## src/rtl/bcd_div3_range_scanner.sv

```systemverilog
// Scans an inclusive BCD range [lo, hi] through an external divisible-by-3 checker,
// streaming each divisible value over valid/ready and counting accepted hits.
module bcd_div3_range_scanner #(
    parameter int CNT_W = 14
) (
    input  logic             clk,
    input  logic             rst,
    input  logic             start,
    input  logic [15:0]      lo,
    input  logic [15:0]      hi,
    output logic [15:0]      chk_d,
    input  logic             chk_q,
    output logic             hit_valid,
    output logic [15:0]      hit_value,
    input  logic             hit_ready,
    output logic             busy,
    output logic             done,
    output logic             err,
    output logic [CNT_W-1:0] count
);

    localparam logic [1:0] S_IDLE = 2'd0;
    localparam logic [1:0] S_SCAN = 2'd1;
    localparam logic [1:0] S_DONE = 2'd2;

    logic [1:0]       state;
    logic [15:0]      cur;
    logic [15:0]      hi_r;
    logic [CNT_W-1:0] count_r;
    logic             err_r;
    logic             start_ok;
    logic             accept;
    logic             advance;

    function automatic logic [15:0] bcd_inc(input logic [15:0] v);
        logic [15:0] r;
        logic        carry;
        r     = v;
        carry = 1'b1;
        for (int unsigned i = 0; i < 4; i++) begin
            if (carry) begin
                if (v[i*4 +: 4] == 4'd9) begin
                    r[i*4 +: 4] = 4'd0;
                end else begin
                    r[i*4 +: 4] = v[i*4 +: 4] + 4'd1;
                    carry       = 1'b0;
                end
            end
        end
        return r;
    endfunction

    function automatic logic bcd_ok(input logic [15:0] v);
        logic ok;
        ok = 1'b1;
        for (int unsigned i = 0; i < 4; i++) begin
            if (v[i*4 +: 4] > 4'd9) ok = 1'b0;
        end
        return ok;
    endfunction

    // BCD digit ordering matches binary ordering, so a raw compare is enough.
    assign start_ok  = bcd_ok(lo) && bcd_ok(hi) && (lo <= hi);

    assign chk_d     = cur;
    assign hit_value = cur;
    assign hit_valid = (state == S_SCAN) && chk_q;
    assign accept    = hit_valid && hit_ready;
    assign advance   = !hit_valid || hit_ready;
    assign busy      = (state == S_SCAN);
    assign done      = (state == S_DONE);
    assign err       = err_r;
    assign count     = count_r;

    always_ff @(posedge clk) begin
        if (rst) begin
            state   <= S_IDLE;
            cur     <= '0;
            hi_r    <= '0;
            count_r <= '0;
            err_r   <= 1'b0;
        end else begin
            err_r <= 1'b0;
            case (state)
                S_IDLE: begin
                    if (start) begin
                        if (start_ok) begin
                            cur     <= lo;
                            hi_r    <= hi;
                            count_r <= '0;
                            state   <= S_SCAN;
                        end else begin
                            err_r <= 1'b1;
                        end
                    end
                end
                S_SCAN: begin
                    if (accept && (count_r != '1)) count_r <= count_r + CNT_W'(1);
                    if (advance) begin
                        if (cur == hi_r) state <= S_DONE;
                        else             cur   <= bcd_inc(cur);
                    end
                end
                S_DONE:  state <= S_IDLE;
                default: state <= S_IDLE;
            endcase
        end
    end

endmodule

```

## config.mk

```make
export PLATFORM = sky130hd
export DESIGN_NAME = bcd_div3_range_scanner
export DESIGN_NICKNAME = d
export VERILOG_FILES = /design/src/rtl/bcd_div3_range_scanner.sv
export SDC_FILE = /design/constraint.sdc
export NUM_CORES = 1
export LEC_CHECK = 0
export BUFFER_PORTS_ARGS = -buffer_cell sky130_fd_sc_hd__buf_4
export CAP_MARGIN = 20
export CORE_MARGIN = 2
export CORE_UTILIZATION = 30
export DETAILED_ROUTE_END_ITERATION = 12
export GPL_ROUTABILITY_DRIVEN = 0
export REMOVE_ABC_BUFFERS = 1
export SLEW_MARGIN = 20
export SYNTH_ARGS = -nofsm -noshare
export SYNTH_HDL_FRONTEND = slang
export SYNTH_SLANG_ARGS = --single-unit
export TNS_END_PERCENT = 100
```

## constraint.sdc

```tcl
create_clock -name clk -period 2.2 [get_ports clk]
set_clock_uncertainty 0.15 [all_clocks]
set_input_delay 0.22 -clock clk [delete_from_list [all_inputs] [get_ports clk]]
set_output_delay 0.22 -clock clk [all_outputs]
set_load 0.01 [all_outputs]
```

==> summary.md, run 1 <==
| Metric | Value |
|---|---|
| Status | finished with violations |
| Failing checks | negative hold slack, negative setup slack |
| DR pass1 iterations | 4 |
| F_max | 432 MHz |
| First-pass GRT wire length | 15,900 um |
| Final nets | 633 |
| Tightest Pin Transition | between 0.5 and 0.6 ns |
| Met2 GRT Util | 28.9% |
| Share of the synthesized area in the top cell type | 29.2% |
| Met3 Usage GRT | between 2 and 2.5% |
| Top_reg_cell synth | dfxtp_1 |
| CTS Hold Buffers Added | 0 |
| H-tree Lvls | 2 |
| Post-synth ARST share | 0% |
| Compound-cell area share of the yosys netlist | 18.4% |
| Post-Synth Simple-Gate Area | 26.0% |
| TritonCTS Buffers | 5 |
| DR iter-0 viols | roughly 200 |
| Clock Sinks | 49 |
| # setup viols final | 10 |
| Avg WL per Cell | between 10 and 15 um |
| Pwr Density | 381 nW/um2 |
| Synth area leader | dfxtp_1 |
| Antenna Cells | 0 |
| CTS tree | yes |
| Top cells by area, synth | dfxtp_1 (29%), a21oi_1 (6.8%), ha_1 (6.3%) |
| Root buffer cell | clkbuf_8 |
| Xor and xnor area share after synthesis | 4.17% |
| HP Class | input pin to register |
| PnR worst setup slack | -0.114 ns |
| Overflow after GRT | 0 |
| DR DRC count | 0 |
| Ratio of final minimum period to clock period | 105% |
| Wire length after detailed routing | 10,500 um |
| Clock-pin slew on the worst setup and hold paths | 0.09 ns |
| YS warnings | 0 |
| Sequential area share after synthesis | 29.2% |
| Slew HR | ~63% |
| IR drop worst, VDD | roughly 0.25 mV |
| Max-Cap Viols | 0 |
| Post-synthesis cell type count | 48 |
| Fill count | 1,071 |
| Initial antenna violation count | 0 |
| Critical Path AT | 2.42 ns |
| P&R area growth vs syn | 50.7% |
| Power Total | 0.00193 W |
| Syn_area_per_cell | 7.63 um2 |
| Synthesized flop and latch total | 49 |
| HPWL after DPL | 7530 um |
| Die width | roughly 110 um |
| Clk buf depth | 2 |
| Adder-Cell Fraction of Synth Area | 6.32% |
| Largest family of logic cells by synthesized area | simple AND/OR/NAND/NOR gates |
| CP max FO | 6 |
| Most Crowded Layer GR | met2 |
| Ports | 87 |
| Worst Path Required | 2.30 ns |
| CORE AREA | between 10,000 and 15,000 um2 |
| Post-layout min period | roughly 2.3 ns |
| Starting Density | between 30% and 40% |
| Vias per inst | 5.03 |
| Clock Latency Late Sink | 0.31 ns |
| Core Rows | 38 |
| Setup_tns | -0.644 ns |
| Final hold violation count | 1 |
| Setup CP Type | input pin to register |
| EDFF count, synth | 0 |
| Final antenna-violating net count | 0 |
| Vias in the first global route | roughly 3,200 |
| Port buffer count | 86 |
| Crit end category | register |
| CP Launch Type | input pin |
| Mapped Area | 3360 um2 |
| Mux contribution to synthesized area | between 6 and 7% |
| Leakage | 2.08 nW |
| Die Footprint | 12,100 um2 |
| Chip Height | roughly 110 um |
| Max Slew Vio Count | 0 |
| GRT Util Overall | between 10% and 20% |
| Hold slack | -0.00378 ns |
| Unrepaired setup endpoints after global routing | true |
| Share of cells above drive strength 1 | 39.3% |
| Largest net degree at the start of global routing | 51 |
| Via Count | around 3,600 |
| Met1 global-route usage | 22.3% |
| Mapped Cells | between 400 and 500 |
[cells in the final DEF, fill, tap and decap left out, drive strengths merged, types with 6 or more instances in the layout]
master	instances
buf	172
dfxtp	49
a21oi	46
o21ai	41
nor2	40
nand2	36
mux2i	21
inv	21
ha	17
xnor2	16
nor3	14
nand4	12
nand2b	9
nand3	8
nor2b	8
clkbuf	7
or2	6
[path summary, 6_finish.rpt]
path	from	to	slack, ns	cells after the start
min	hi[8]	hi_r[8]$_SDFFE_PP0P_	-0.004	3
min reg2reg	count[8]$_SDFFE_PP0P_	count[8]$_SDFFE_PP0P_	0.35	2
max	hi[13]	chk_d[10]$_SDFFE_PP0P_	-0.11	12
max reg2reg	chk_d[1]$_SDFFE_PP0P_	chk_d[13]$_SDFFE_PP0P_	-0.04	8
[layer usage]
layer | share of wire (%) | up-vias
li1 | - | 1810
met1 | 45 | 1683
met2 | 48 | 114
met3 | 4.9 | 11
met4 | 1.6 | 0
met5 | 0 | -
[repair_timing]
item,in CTS,in global routing
cloned,0,1
endpoints found under the setup margin,17,43
gates resized for setup,21,53
pin swaps,9,11
buffers inserted,5,4
hold endpoints to repair,0,0
[state kept, by name, summed over array words and instances, names as in the netlist]
name,cells
chk_d,16
count,14
err,1
hi_r,16
state,2
[where the power goes]
| part | total, W | leakage, nW | internal (W) | switching, W |
|---|---|---|---|---|
| Clock | 0.000673 | 0.0585 | 0.000371 | 0.000302 |
| Sequential | 0.000894 | 0.397 | 0.000891 | 0.00000332 |
| Combinational | 0.000365 | 1.62 | 0.000196 | 0.000169 |
[cells by family after synthesis]
group / Yosys count
adders and majority gates: 17
AOI/OAI and AO/OA: 110
muxes: 22
xor gates and xnor gates: 16
buffers and inverters: 62
and+or+nand+nor: 165
DFF: 49
[Yosys cell counts, drive strengths merged, types with 4 or more instances]
cell	instances
dfxtp	49
and2	5
or3	5
nor3	14
clkbuf	18
a221oi	4
mux2i	21
nor3b	5
a31oi	4
nand2	36
or4	5
nand2b	9
ha	17
o21ai	41
or2	6
a21oi	46
nor2b	8
nand4	12
nor4	5
inv	21
nor2	40
nand3	8
xnor2	16
buf	23
[stage by stage]
stage,worst slack [ns],area [um2],cells,util (%)
after global routing,-0.206,5070,720,46.6
after CTS,-0.0394,4840,715,44.4
after floorplan,-0.865,3130,400,-
after global placement,-0.335,4550,703,41.8
after detailed placement,-0.407,4550,703,41.8
final,-0.114,5070,720,46.6
[area by class of cell]
| type | instances | area, um2 | share of cell area, % |
|---|---|---|---|
| clock buffer | 7 | 86.3 | 1.70 |
| clock inverter | 1 | 30.0 | 0.592 |
| inverter | 21 | 86.3 | 1.70 |
| tap | 140 | 175 | 3.46 |
| timing repair buffer | 172 | 1410 | 27.7 |
| sequential | 49 | 987 | 19.5 |
| multi-input combinational | 330 | 2300 | 45.3 |
[critical path, cell delays in order]
cell	delay, ns
buf_8	0.08
inv_4	0.03
ha_4	0.25
nand4_1	0.18
nor4_2	0.37
nand2b_1	0.15
a31o_1	0.12
nand4b_1	0.14
buf_4	0.18
buf_6	0.12
or4_1	0.50
nand2_1	0.09
Power figures use the tool's default switching activity.
==> run 2: changes to the inputs <==
--- a/config.mk
+++ b/config.mk
@@ -11,6 +11,7 @@
 export CORE_UTILIZATION = 30
 export DETAILED_ROUTE_END_ITERATION = 12
 export GPL_ROUTABILITY_DRIVEN = 0
+export PLACE_DENSITY = 0.52
 export REMOVE_ABC_BUFFERS = 1
 export SLEW_MARGIN = 20
 export SYNTH_ARGS = -nofsm -noshare
==> summary.md, run 2 (synthesized netlist as in run 1, its figures left out) <==
| Metric | Value |
|---|---|
| Vias per inst | 5.01 |
| Vias in the first global route | 3,597 |
| GRT Util Overall | a little under a fifth |
| DR iter-0 viols | 220 |
| Max Slew Vio Count | 0 |
| Clock Power Share | 31.4% |
| Ratio of final minimum period to clock period | 107% |
| Net Sw Frac | 25.8% |
| Clock Sinks | 49 |
| CP Launch Type | register |
| Slew HR | between 60% and 70% |
| Failing checks | negative setup slack |
| P&R area growth vs syn | 58.7% |
| HPWL after DPL | 7940 um |
| CORE AREA | around 11,000 um2 |
| Logic gate share of total power | 21.3% |
| Tightest Pin Transition | 0.598 ns |
| Flop pwr share | around 47% |
| DR pass1 iterations | 4 |
| Share of cells above drive strength 1 | 43.2% |
| H-tree Lvls | 2 |
| Final nets | 646 |
| DR DRC count | 0 |
| Critical Path AT | around 2.5 ns |
| F_max | between 400 and 500 MHz |
| First-pass GRT wire length | 17,300 um |
| Antenna Cells | 0 |
| CP max FO | 2 |
| Worst Path Required | ~2.3 ns |
| IR drop worst, VDD | ~0.29 mV |
| Initial antenna violation count | 0 |
| Power Internal | 0.00140 W |
| Commonest non-fill, non-tap cells in the layout | buf_4 (145), dfxtp_1 (45), a21oi_1 (43) |
| Max-Cap Viols | 0 |
| Post-route cell area | 5340 um2 |
| Clock Latency Late Sink | 0.31 ns |
| Die Footprint | 12,100 um2 |
| Port buffer count | 86 |
| CTS tree | yes |
| Wire length after detailed routing | 11,100 um |
| Final hold violation count | 0 |
| TritonCTS Buffers | 5 |
| Status | finished with violations |
| Clock-pin slew on the worst setup and hold paths | 0.09 ns |
| Chip Height | 110 um |
| Die width | 110 um |
| Core Rows | 38 |
| Post-layout min period | 2.36 ns |
| Ports | between 80 and 90 |
| Leakage | 2.18 nW |
| Avg WL per Cell | between 15 and 20 um |
| Hold slack | 0.0172 ns |
| Unrepaired setup endpoints after global routing | true |
| Psw | 0.000488 W |
| HP Class | input pin to register |
| Largest net degree at the start of global routing | 51 |
| Starting Density | a little under a third |
| Overflow after GRT | 0 |
| # setup viols final | 34 |
| Most common cell after layout, fill and taps aside | buf_4 |
| Pwr Density | 354 nW/um2 |
| Via Count | 3,671 |
| Root buffer cell | clkbuf_8 |
| PnR worst setup slack | -0.159 ns |
| Post-DP Area | 4630 um2 |
| Crit end category | register |
| Final antenna-violating net count | 0 |
| Setup CP Type | register to register |
| Clk buf depth | 2 |
## run 2: cell types whose count changed in the layout (fill, tap and decap cells not counted), moves of 4 or more
cell	change
buf_4	-4
buf_6	+9
buf_8	+5
inv_1	-5
inv_4	+5
## run 2: stage by stage
stage	TNS (ns)	utilization [%]	worst slack, ns	instances	power [W]
final	-2.67	49.0	-0.159	733	0.00189
after global routing	-6.52	49.0	-0.257	733	0.00197
after CTS	-0.297	47.5	-0.0824	730	0.00189
after detailed placement	-12.42	42.5	-0.458	712	0.00122
after global placement	-11.00	42.5	-0.367	712	0.00121
after floorplan	-20.79	-	-0.865	400	0.00102
## run 2: repair_timing
item,CTS,global route
setup buffers,10,1
endpoints found under the setup margin,15,43
gates resized for setup,78,32
hold buffers,0,0
cloned,1,2
pin swaps,36,19
## run 2: final timing paths
kind / start / end / slack, ns / cells past startpoint
setup / recovery: chk_d[1]$_SDFFE_PP0P_ / chk_d[15]$_SDFFE_PP0P_ / -0.16 / 7
hold / removal: hi[0] / hi_r[0]$_SDFFE_PP0P_ / 0.02 / 3
setup reg to reg: chk_d[1]$_SDFFE_PP0P_ / chk_d[15]$_SDFFE_PP0P_ / -0.16 / 7
hold reg to reg: hi_r[12]$_SDFFE_PP0P_ / hi_r[12]$_SDFFE_PP0P_ / 0.37 / 2
## run 2: critical path: stages, from the launching register on
cell,delay [ns]
dfxtp_2,0.34
and4bb_4,0.36
nand2_2,0.06
or3_4,0.36
nor3b_4,0.28
nor2_2,0.06
or4_4,0.55
a21oi_2,0.14
## run 2: layer usage
metal | track usage [%] | vias up | routed length (um)
met5 | 0 | - | 0
met4 | 4.07 | 0 | 140
met3 | 2.19 | 10 | 444
met2 | 32.6 | 89 | 5540
met1 | 22.9 | 1736 | 4940
li1 | - | 1836 | -
## run 2: power by group through the flow
stage,Clock (W),Combinational [W],Sequential (W)
2_1_floorplan,0,0.0000992,0.000919
3_3_place_gp,0,0.000296,0.000915
3_5_place_dp,0,0.000300,0.000915
4_1_cts,0.000616,0.000376,0.000894
5_1_grt,0.000641,0.000435,0.000895
6_report,0.000593,0.000402,0.000894
## run 2: final cells by class
class                      count  area (um2)
tap                          140         175
inverter                      21        98.8
clock inverter                 1        5.00
multi-input combinational    330        2350
timing repair buffer         185        1620
fill                        1035        5550
sequential                    49         986
clock buffer                   7        96.3
